[src/rtl/alu_issue_if.sv]
// Handshake/operand bundle between the ID stage, the ALU issue stage and the ALU.
// master = environment side (drives ops, consumes results); slave = issue stage.
interface alu_issue_if #(
  parameter int WIDTH = 32
);
  logic             in_valid;
  logic             in_ready;
  logic [1:0]       alu_op;
  logic [5:0]       funct;
  logic [WIDTH-1:0] rs_data;
  logic [WIDTH-1:0] rt_data;
  logic [WIDTH-1:0] imm;
  logic             alu_src;
  logic [1:0]       fwd_a_sel;
  logic [1:0]       fwd_b_sel;
  logic [WIDTH-1:0] exmem_result;
  logic [WIDTH-1:0] memwb_result;
  logic             flush;
  logic             out_valid;
  logic             out_ready;
  logic [WIDTH-1:0] alu_a;
  logic [WIDTH-1:0] alu_b;
  logic             a_invert;
  logic             b_negate;
  logic [1:0]       operation;
  logic             illegal;

  modport master (
    output in_valid, alu_op, funct, rs_data, rt_data, imm, alu_src,
           fwd_a_sel, fwd_b_sel, exmem_result, memwb_result, flush, out_ready,
    input  in_ready, out_valid, alu_a, alu_b, a_invert, b_negate, operation, illegal
  );

  modport slave (
    input  in_valid, alu_op, funct, rs_data, rt_data, imm, alu_src,
           fwd_a_sel, fwd_b_sel, exmem_result, memwb_result, flush, out_ready,
    output in_ready, out_valid, alu_a, alu_b, a_invert, b_negate, operation, illegal
  );
endinterface

[src/rtl/alu_issue_stage.sv]
// ID/EX issue stage: operand forwarding, ALU control decode and a 2-entry skid buffer.
// Optional ISSUE_STATS_EN adds issue/stall/illegal counters.
module alu_issue_stage #(
  parameter int WIDTH  = 32,
  parameter int STAT_W = 32
) (
  input  logic        clk,
  input  logic        reset,
  alu_issue_if.slave  bus
`ifdef ISSUE_STATS_EN
  ,
  output logic [STAT_W-1:0] issue_count,
  output logic [STAT_W-1:0] stall_count,
  output logic [STAT_W-1:0] illegal_count
`endif
);

  // ctl layout: {a_invert, b_negate, operation[1:0], illegal}
  logic [WIDTH-1:0] a_q   [2];
  logic [WIDTH-1:0] b_q   [2];
  logic [4:0]       ctl_q [2];
  logic [1:0]       count;
  logic             wr_ptr;
  logic             rd_ptr;

  logic             push;
  logic             pop;
  logic [WIDTH-1:0] fwd_a;
  logic [WIDTH-1:0] fwd_b;
  logic [WIDTH-1:0] op_b;
  logic [4:0]       dec_ctl;

  assign bus.in_ready  = (count < 2'd2);
  assign bus.out_valid = (count != 2'd0);
  assign push = bus.in_valid && bus.in_ready;
  assign pop  = bus.out_valid && bus.out_ready;

  assign bus.alu_a     = a_q[rd_ptr];
  assign bus.alu_b     = b_q[rd_ptr];
  assign bus.a_invert  = ctl_q[rd_ptr][4];
  assign bus.b_negate  = ctl_q[rd_ptr][3];
  assign bus.operation = ctl_q[rd_ptr][2:1];
  assign bus.illegal   = ctl_q[rd_ptr][0];

  always_comb begin
    fwd_a = bus.rs_data;
    fwd_b = bus.rt_data;
    case (bus.fwd_a_sel)
      2'b01:   fwd_a = bus.exmem_result;
      2'b10:   fwd_a = bus.memwb_result;
      default: fwd_a = bus.rs_data;
    endcase
    case (bus.fwd_b_sel)
      2'b01:   fwd_b = bus.exmem_result;
      2'b10:   fwd_b = bus.memwb_result;
      default: fwd_b = bus.rt_data;
    endcase
    op_b = bus.alu_src ? bus.imm : fwd_b;
  end

  // Undecodable ops still issue as an add, flagged illegal.
  always_comb begin
    dec_ctl = 5'b00101;
    case (bus.alu_op)
      2'b00: dec_ctl = 5'b00100;
      2'b01: dec_ctl = 5'b01100;
      2'b10: begin
        case (bus.funct)
          6'b100000, 6'b100001: dec_ctl = 5'b00100;
          6'b100010, 6'b100011: dec_ctl = 5'b01100;
          6'b100100:            dec_ctl = 5'b00000;
          6'b100101:            dec_ctl = 5'b00010;
          6'b100111:            dec_ctl = 5'b11000;
          6'b101010:            dec_ctl = 5'b01110;
          default:              dec_ctl = 5'b00101;
        endcase
      end
      default: dec_ctl = 5'b00101;
    endcase
  end

  always_ff @(posedge clk) begin
    if (reset) begin
      count  <= '0;
      wr_ptr <= 1'b0;
      rd_ptr <= 1'b0;
      for (int unsigned i = 0; i < 2; i++) begin
        a_q[i]   <= '0;
        b_q[i]   <= '0;
        ctl_q[i] <= '0;
      end
    end else if (bus.flush) begin
      count  <= '0;
      wr_ptr <= 1'b0;
      rd_ptr <= 1'b0;
    end else begin
      if (push) begin
        a_q[wr_ptr]   <= fwd_a;
        b_q[wr_ptr]   <= op_b;
        ctl_q[wr_ptr] <= dec_ctl;
        wr_ptr        <= ~wr_ptr;
      end
      if (pop) begin
        rd_ptr <= ~rd_ptr;
      end
      case ({push, pop})
        2'b10:   count <= count + 2'd1;
        2'b01:   count <= count - 2'd1;
        default: count <= count;
      endcase
    end
  end

`ifdef ISSUE_STATS_EN
  // A pop squashed by flush is not an issue; stalls are counted regardless.
  always_ff @(posedge clk) begin
    if (reset) begin
      issue_count   <= '0;
      stall_count   <= '0;
      illegal_count <= '0;
    end else begin
      if (pop && !bus.flush) begin
        issue_count <= issue_count + STAT_W'(1);
        if (bus.illegal) begin
          illegal_count <= illegal_count + STAT_W'(1);
        end
      end
      if (bus.in_valid && !bus.in_ready) begin
        stall_count <= stall_count + STAT_W'(1);
      end
    end
  end
`endif

endmodule

[src/flat_wrapper.sv]
// flat-port wrapper written by rule: the top's interface ports become plain ports
module alu_issue_stage_flat 
#(
  parameter int WIDTH  = 32,
  parameter int STAT_W = 32
)
  (clk, reset, bus_in_valid, bus_alu_op, bus_funct, bus_rs_data, bus_rt_data, bus_imm, bus_alu_src, bus_fwd_a_sel, bus_fwd_b_sel, bus_exmem_result, bus_memwb_result, bus_flush, bus_out_ready, bus_in_ready, bus_out_valid, bus_alu_a, bus_alu_b, bus_a_invert, bus_b_negate, bus_operation, bus_illegal);
  alu_issue_if #(.WIDTH(WIDTH)) bus_i ();
  input  logic clk;
  input  logic reset;
  input wire logic [$bits(bus_i.in_valid)-1:0] bus_in_valid;
  input wire logic [$bits(bus_i.alu_op)-1:0] bus_alu_op;
  input wire logic [$bits(bus_i.funct)-1:0] bus_funct;
  input wire logic [$bits(bus_i.rs_data)-1:0] bus_rs_data;
  input wire logic [$bits(bus_i.rt_data)-1:0] bus_rt_data;
  input wire logic [$bits(bus_i.imm)-1:0] bus_imm;
  input wire logic [$bits(bus_i.alu_src)-1:0] bus_alu_src;
  input wire logic [$bits(bus_i.fwd_a_sel)-1:0] bus_fwd_a_sel;
  input wire logic [$bits(bus_i.fwd_b_sel)-1:0] bus_fwd_b_sel;
  input wire logic [$bits(bus_i.exmem_result)-1:0] bus_exmem_result;
  input wire logic [$bits(bus_i.memwb_result)-1:0] bus_memwb_result;
  input wire logic [$bits(bus_i.flush)-1:0] bus_flush;
  input wire logic [$bits(bus_i.out_ready)-1:0] bus_out_ready;
  output wire logic [$bits(bus_i.in_ready)-1:0] bus_in_ready;
  output wire logic [$bits(bus_i.out_valid)-1:0] bus_out_valid;
  output wire logic [$bits(bus_i.alu_a)-1:0] bus_alu_a;
  output wire logic [$bits(bus_i.alu_b)-1:0] bus_alu_b;
  output wire logic [$bits(bus_i.a_invert)-1:0] bus_a_invert;
  output wire logic [$bits(bus_i.b_negate)-1:0] bus_b_negate;
  output wire logic [$bits(bus_i.operation)-1:0] bus_operation;
  output wire logic [$bits(bus_i.illegal)-1:0] bus_illegal;
  assign bus_i.in_valid = bus_in_valid;
  assign bus_i.alu_op = bus_alu_op;
  assign bus_i.funct = bus_funct;
  assign bus_i.rs_data = bus_rs_data;
  assign bus_i.rt_data = bus_rt_data;
  assign bus_i.imm = bus_imm;
  assign bus_i.alu_src = bus_alu_src;
  assign bus_i.fwd_a_sel = bus_fwd_a_sel;
  assign bus_i.fwd_b_sel = bus_fwd_b_sel;
  assign bus_i.exmem_result = bus_exmem_result;
  assign bus_i.memwb_result = bus_memwb_result;
  assign bus_i.flush = bus_flush;
  assign bus_i.out_ready = bus_out_ready;
  assign bus_in_ready = bus_i.in_ready;
  assign bus_out_valid = bus_i.out_valid;
  assign bus_alu_a = bus_i.alu_a;
  assign bus_alu_b = bus_i.alu_b;
  assign bus_a_invert = bus_i.a_invert;
  assign bus_b_negate = bus_i.b_negate;
  assign bus_operation = bus_i.operation;
  assign bus_illegal = bus_i.illegal;
  alu_issue_stage #(.WIDTH(WIDTH), .STAT_W(STAT_W)) u_core (.clk(clk), .reset(reset), .bus(bus_i));
endmodule
[config.mk]
export PLATFORM = sky130hd
export DESIGN_NAME = alu_issue_stage_flat
export DESIGN_NICKNAME = d
export VERILOG_FILES = /design/src/rtl/alu_issue_if.sv /design/src/rtl/alu_issue_stage.sv /design/src/flat_wrapper.sv
export SDC_FILE = /design/constraint.sdc
export NUM_CORES = 1
export LEC_CHECK = 0
export BUFFER_PORTS_ARGS = -buffer_cell sky130_fd_sc_hd__buf_2
export CORE_ASPECT_RATIO = 0.5
export CORE_MARGIN = 5
export CORE_UTILIZATION = 30
export CTS_BUF_LIST = sky130_fd_sc_hd__clkbuf_8
export DETAILED_ROUTE_END_ITERATION = 8
export SYNTH_ARGS = -nofsm -noshare
export SYNTH_HDL_FRONTEND = slang
export SYNTH_SLANG_ARGS = --single-unit
export TNS_END_PERCENT = 100
[constraint.sdc]
create_clock -name clk -period 5 [get_ports clk]
set_input_delay 1 -clock clk [delete_from_list [all_inputs] [get_ports clk]]
set_output_delay 1 -clock clk [all_outputs]
set_load 0.02 [all_outputs]
Yosys cells after proc, flatten, opt, wreduce, memory -nomap -nowiden
Memory sizes are Yosys's and may differ from the RTL's. A register that Yosys moved wholly into a read port is not among the register bits.
Cells that the tools add are included.
{"block": "totals", "ff_bits": 4, "memories": 3, "latchBits": 0, "rom_bits": 0, "elab_cells": 65, "output_inout_bits": 71, "ram_bits": 138, "inputBits": 178}
{"block": "classes", "reduce_logical": 11, "n_div": 0, "eq_ne": 16, "mux": 27, "n_mul": 0, "bitwise": 2, "n_lt_le_gt_ge": 1, "n_shift": 0, "add_sub_neg": 2}
{"memory": "u_core.a_q", "words": 2, "word_bits": 32, "read_ports": 1, "rd_clocked_by_memory_dff": 1, "wr": 2, "line": "alu_issue_stage.sv:19", "text": "logic [WIDTH-1:0] a_q [2];"}
{"memory": "u_core.b_q", "words": 2, "word_bits": 32, "read_ports": 1, "rd_clocked_by_memory_dff": 1, "wr": 2, "line": "alu_issue_stage.sv:20", "text": "logic [WIDTH-1:0] b_q [2];"}
{"memory": "u_core.ctl_q", "words": 2, "word_bits": 5, "read_ports": 1, "rd_clocked_by_memory_dff": 1, "wr": 2, "line": "alu_issue_stage.sv:21", "text": "logic [4:0] ctl_q [2];"}
{"cell": "$pmux W32 S2", "n": 2}
{"cell": "$mux W32", "n": 3}
{"cell": "$reduce_or A32 Y1", "n": 2}
{"cell": "$eq A6 B6 Y1 const B", "n": 8}
{"cell": "$pmux W5 S6", "n": 1}
{"cell": "$mux W1", "n": 18}
{"cell": "$pmux W5 S3", "n": 1}
{"cell": "$eq A2 B1 Y1 const B", "n": 4}
{"cell": "$eq A2 B2 Y1 const B", "n": 4}
{"cell": "$reduce_or A2 Y1", "n": 3}
{"cell": "$mux W5", "n": 1}
{"cell": "$reduce_or A5 Y1", "n": 1}
{"cell": "$pmux W2 S2", "n": 1}
{"cell": "$reduce_bool A2 Y1", "n": 2}
{"cell": "$add A2 B1 Y2 const B", "n": 1}
{"cell": "$logic_and A1 B1 Y1", "n": 2}
{"cell": "$logic_not A2 Y1", "n": 1}
{"cell": "$lt A2 B2 Y1 const B", "n": 1}
{"cell": "$not A1 Y1", "n": 2}
{"cell": "$sub A2 B1 Y2 const B", "n": 1}

Depth between registers and ports, before layout
Gate-level depths: netlist (run 1).
{"block": "logic_depth", "depth_word": 8, "mapped_depth": 7, "ltp_nobuf": 5}

Worst setup path after synthesis (run 1)
Ideal clock, no wire load.
{"block": "synth_path", "path_type": "in2reg", "startpoint": "input reset", "endpoint": "memory u_core.a_q[0][0] (enable)", "setup_time_ns": 0.439, "t_arrival_ns": 3.343, "required_time_ns": 4.561, "slack_ns": 1.218, "path_stages": 6, "n_path_buf": 3, "path_cell_list": "clkbuf_2 nor4b_4 nand2b_1 buf_6 buf_6 nand2b_1"}
{"element": "from (decl)", "line": "flat_wrapper.sv:10", "text": "input logic reset;"}
{"element": "to (decl)", "line": "alu_issue_stage.sv:19"}

==> results of run 1 <==
metrics by stage:
stage          instance area (um^2)  hold slack, ns  instances  setup WS, ns  total power, mW
6_report                       9560           0.534       1218          1.87             2.98
3_5_place_dp                   9110           0.526       1185          1.71             1.96
5_1_grt                        9560           0.607       1216          1.74             3.11
2_1_floorplan                  7670           0.520        644          1.22             1.74
4_1_cts                        9560           0.540       1216          1.78             3.01
3_3_place_gp                   9110           0.524       1185          1.73             1.95
layer usage:
layer | GRT usage, % | wire [um] | up-vias
li1 | - | - | 2851
met5 | 0 | 0 | -
met1 | 19.1 | 9540 | 3138
met4 | 7.02 | 957 | 0
met2 | 32.7 | 14100 | 194
met3 | 2.81 | 1100 | 54
Yosys cell counts, types with 6 or more instances:
cell type  count  area [um^2]
nor2b_1       94          588
buf_6          8         90.1
a221oi_1      31          272
edfxtp_1     138         4140
nand2b_1       6         37.5
buf_2         21          105
mux2_2        69          777
o21ai_0       34          170
a221o_1       33          330
clkbuf_1      27          101
nand2_1       32          120
nor2_1        74          278
o31ai_1       31          233
inv_1          8         30.0
where the power goes:
group / total, mW / internal [mW] / switching, mW
sequential: 1.40 / 1.38 / 0.0207
combinational: 0.527 / 0.211 / 0.316
clock: 1.06 / 0.594 / 0.466
worst paths after layout:
path                                           to  slack, ns  cells past startpoint
worst min-delay path                         flop       0.53                      2
worst max register to register  u_core.a_q[1][24]       2.91                      3
worst min register to register               flop       0.53                      2
worst max-delay path                bus_alu_b[21]       1.87                      2
state kept, by name, indices dropped and copies added, names as in the netlist, named ones only:
signal,flops
u_core.count,2
u_core.b_q,64
u_core.a_q,64
u_core.wr_ptr,1
u_core.ctl_q,10
u_core.rd_ptr,1
layout make-up:
type	instances	area, um^2	area share (%)
flip-flops and latches	143	4250	44.4
well taps	344	430	4.50
clock inverters	14	213	2.22
repair buffers	254	1290	13.5
multi-input cells	436	3120	32.6
diodes	2	5.00	0.0523
inverters	8	30.0	0.314
clock buffers	17	234	2.45
worst max-delay path, stage by stage (launching register included):
cell     delay, ns
dfxtp_4       1.00
mux2_2        0.44
buf_2         0.17
logic make-up after synthesis:
| family | after synthesis | share of synthesized area [%] |
|---|---|---|
| AND/OR/NAND/NOR | 223 | 15.1 |
| adder cells (fa/ha/maj) | 5 | 0.816 |
| AO/OA/AOI/OAI | 134 | 13.7 |
| XOR/XNOR | 4 | 0.457 |
| multiplexers | 70 | 10.3 |
| buffers and inverters | 65 | 4.32 |
| flip-flops | 143 | 55.3 |
==> qor.yml, run 1 <==
clk_pin_slew_ns: 0.08
synth_enable_flop_cells: 138
final_common_cell: "buf_2"
cts.sinks: 143
layout_common_cells: "buf_2 (248), edfxtp_1 (138), nor2b_1 (94)"
place_congestion: 0.921
final_nets: 1043
fill_cells: 2442
synth_ff_type: "edfxtp_1"
r2r_start: "u_core.count[1]"
fp-row-count: 41
synth_cell_type_count: 35
crit_type: "reg2out"
hpwlAfterDp_mm: 17.9
cts-htree-levels: 4
initial_core_util_pct: 30.5
grt_pass1_vias: 6289
cts_hold_buf: 0
cts_made_buffers: 17
seq_area_frac_synth_pct: 55.3
final_util_pct: 38.0
drc: 0
drtIter0Drc: 498
run_status: "finished, final reports clean"
crit_path_max_fanout: 69
worstMarginPinSlew_ns: 1.18
maxSlewHeadroom_pct: 21.4
power.density_mw_per_mm2: 312
max_clock_freq_ghz: 0.319
ant_nets: 0
p_leak_nw: 3.81
worstPathRequired_ns: 4.00
dieArea_mm2: 0.0291
critPathLaunchType: "flop"
drive_gt1_share_pct: 41.5
die_w_um: 236
die_h_um: 123
postSynthAreaPerCell_um2: 11.9
clockBufferDepth: 2
grt_pass1_wl_mm: 37.6
final.period_utilization_pct: 62.6
cts_setup_buffers: 0
end_kind: "output pin"
ios: 249
skew_ns: 0.0112
core-area_mm2: 0.0252
synthArstFlopShare_pct: 0
netlist_area_mm2: 0.00767
globalRouteOverflowTotal: 0
portBuffers: 248
rsz0062_at_grt: "false"
drv_cap: 0
area_delta_synth_final_pct: 24.6
cts_tree: "yes"
max-vdd-ir-drop_uv: 174
viasPerCell: 5.12
netlist_instances: 644
finalHoldViolations: 0
root_buffer: "clkbuf_8"
grt_start_max_net_pins: 70
hp-start: "u_core.rd_ptr"
synth_nets: 827
clk_latency_ns: 0.43
layout_min_cycle_time_ns: 3.13
first_pass_iters: 5
ys_seq_elements: 143
antenna_found_initial: 0
yosysWarnings: 0
grtUsageTotal_pct: 17.0
setup_viol: 0
cp.arrival_ns: 2.13
vias: 6237
wl_mm: 25.7
wl_per_cell_um: 21.1
post_cts_resized: 0
min_path_type: "reg2reg"
drv_slew: 0
tns_ns: 0
(Power assumes the default switching activity.)
==> run 2: changes to the inputs <==
- clock period: 5 -> 2.8 ns (I/O delays scaled with it)
==> run 2 against run 1 <==
Compared with the run above:
- global-route usage rose by 0.48 points
- clock power increased by 80%
- utilization is 0.64 points higher
- sequential cell count stayed put
- clock skew about the same
- worst setup slack got worse by 1.5 ns
- routed wire length increased by 2.3%
- non-clock buffer count up 10
- critical path type unchanged
- critical endpoint is now bus_alu_a[21]
- largest cell class unchanged
- largest power group unchanged
==> qor.yml, run 2 (same netlist as run 1, synthesis figures left out) <==
grt_pass1_vias: 6432
clk_pin_slew_ns: 0.08
final_nets: 1053
grtUsageTotal_pct: 17.5
finalHoldViolations: 0
cp.arrival_ns: 1.85
initial_core_util_pct: 30.5
vias: 6204
p_switching_mw: 1.46
power.internal_mw: 3.91
die_w_um: 236
clockBufferDepth: 2
cts.sinks: 143
antenna_found_initial: 4
hpwlAfterDp_mm: 18.8
post_cts_resized: 0
cts_made_buffers: 17
cts_setup_buffers: 0
crit_type: "reg2out"
grt_pass1_wl_mm: 38.0
ios: 249
die_h_um: 123
rsz0062_at_grt: "false"
dieArea_mm2: 0.0291
root_buffer: "clkbuf_8"
skew_ns: 0.0111
grt_start_max_net_pins: 70
final.period_utilization_pct: 86.2
wl_mm: 26.3
drv_slew: 0
layout_min_cycle_time_ns: 2.41
drtIter0Drc: 527
drive_gt1_share_pct: 42.4
first_pass_iters: 5
p_sw_share_pct: 27.2
max_clock_freq_ghz: 0.414
viasPerCell: 5.04
cts_hold_buf: 0
fp-row-count: 41
worstPathRequired_ns: 2.24
ant_nets: 0
maxSlewHeadroom_pct: 31.3
setup_viol: 0
layout_common_cells: "buf_2 (248), edfxtp_1 (138), nor2b_1 (94)"
cts-htree-levels: 4
critPathLaunchType: "flop"
core-area_mm2: 0.0252
portBuffers: 248
final_common_cell: "buf_2"
end_kind: "output pin"
clk_latency_ns: 0.45
drv_cap: 0
place_congestion: 0.890
globalRouteOverflowTotal: 0
drc: 0
cts_tree: "yes"
max-vdd-ir-drop_uv: 278
power.density_mw_per_mm2: 553
p_leak_nw: 3.90
reg.largest.list: "u_core.a_q x64, u_core.b_q x64, u_core.ctl_q x10"
tns_ns: 0
whs_ns: 0.377
power_frac_comb_pct: 18.3
min_path_type: "in2reg"
p_seq_share_pct: 46.2
area_delta_synth_final_pct: 26.7
clkPwrFrac_pct: 35.5
crit_path_max_fanout: 26
run_status: "finished, final reports clean"
worstMarginPinSlew_ns: 1.03
wl_per_cell_um: 21.4
[run 2: path summary, 6_finish.rpt]
path | startpoint | endpoint | slack [ns] | depth (start not counted)
max | flop | bus_alu_a[21] | 0.39 | 3
min | bus_flush | flop | 0.38 | 2
max reg2reg | u_core.count[1] | u_core.a_q[0][26] | 1.01 | 4
min reg2reg | u_core.rd_ptr | flop | 0.54 | 2
[run 2: power by group through the flow]
stage / sequential (mW) / combinational [mW] / clock (mW)
finish: 2.48 / 0.982 / 1.91
global route: 2.49 / 1.06 / 2.05
CTS: 2.49 / 0.990 / 1.95
detailed placement: 2.53 / 0.986 / 0
global placement: 2.53 / 0.981 / 0
floorplan: 2.53 / 0.570 / 0
[run 2: per-stage QoR]
stage          worst slack (ns)  instance area, um^2  utilization, %  std cells  power, mW
2_1_floorplan             0.237                 7680               -        644       3.10
3_3_place_gp              0.341                 9260            36.8       1195       3.51
3_5_place_dp              0.296                 9260            36.8       1195       3.52
4_1_cts                   0.313                 9710            38.6       1227       5.43
5_1_grt                   0.276                 9720            38.6       1231       5.60
6_report                  0.387                 9720            38.6       1231       5.37
[run 2: critical path, stage by stage (launching register included)]
cell and delay (ns):
dfxtp_4 0.56, buf_12 0.25, mux2_2 0.39, buf_2 0.17
[run 2: area by class of cell]
cell class	instances	area (um^2)
diodes	4	10.0
clock buffers	17	234
clock inverters	15	218
fillers	2483	15500
inverters	8	30.0
multi-input cells	436	3120
flip-flops and latches	143	4250
well taps	344	430
repair buffers	264	1440
[run 2: metal layers]
| layer | global-route usage (%) | up-vias | wire length (um) |
|---|---|---|---|
| li1 | - | 2871 | - |
| met1 | 19.0 | 3107 | 9740 |
| met2 | 33.2 | 169 | 14400 |
| met3 | 3.23 | 57 | 1010 |
| met4 | 8.86 | 0 | 1130 |
| met5 | 0 | - | 0 |
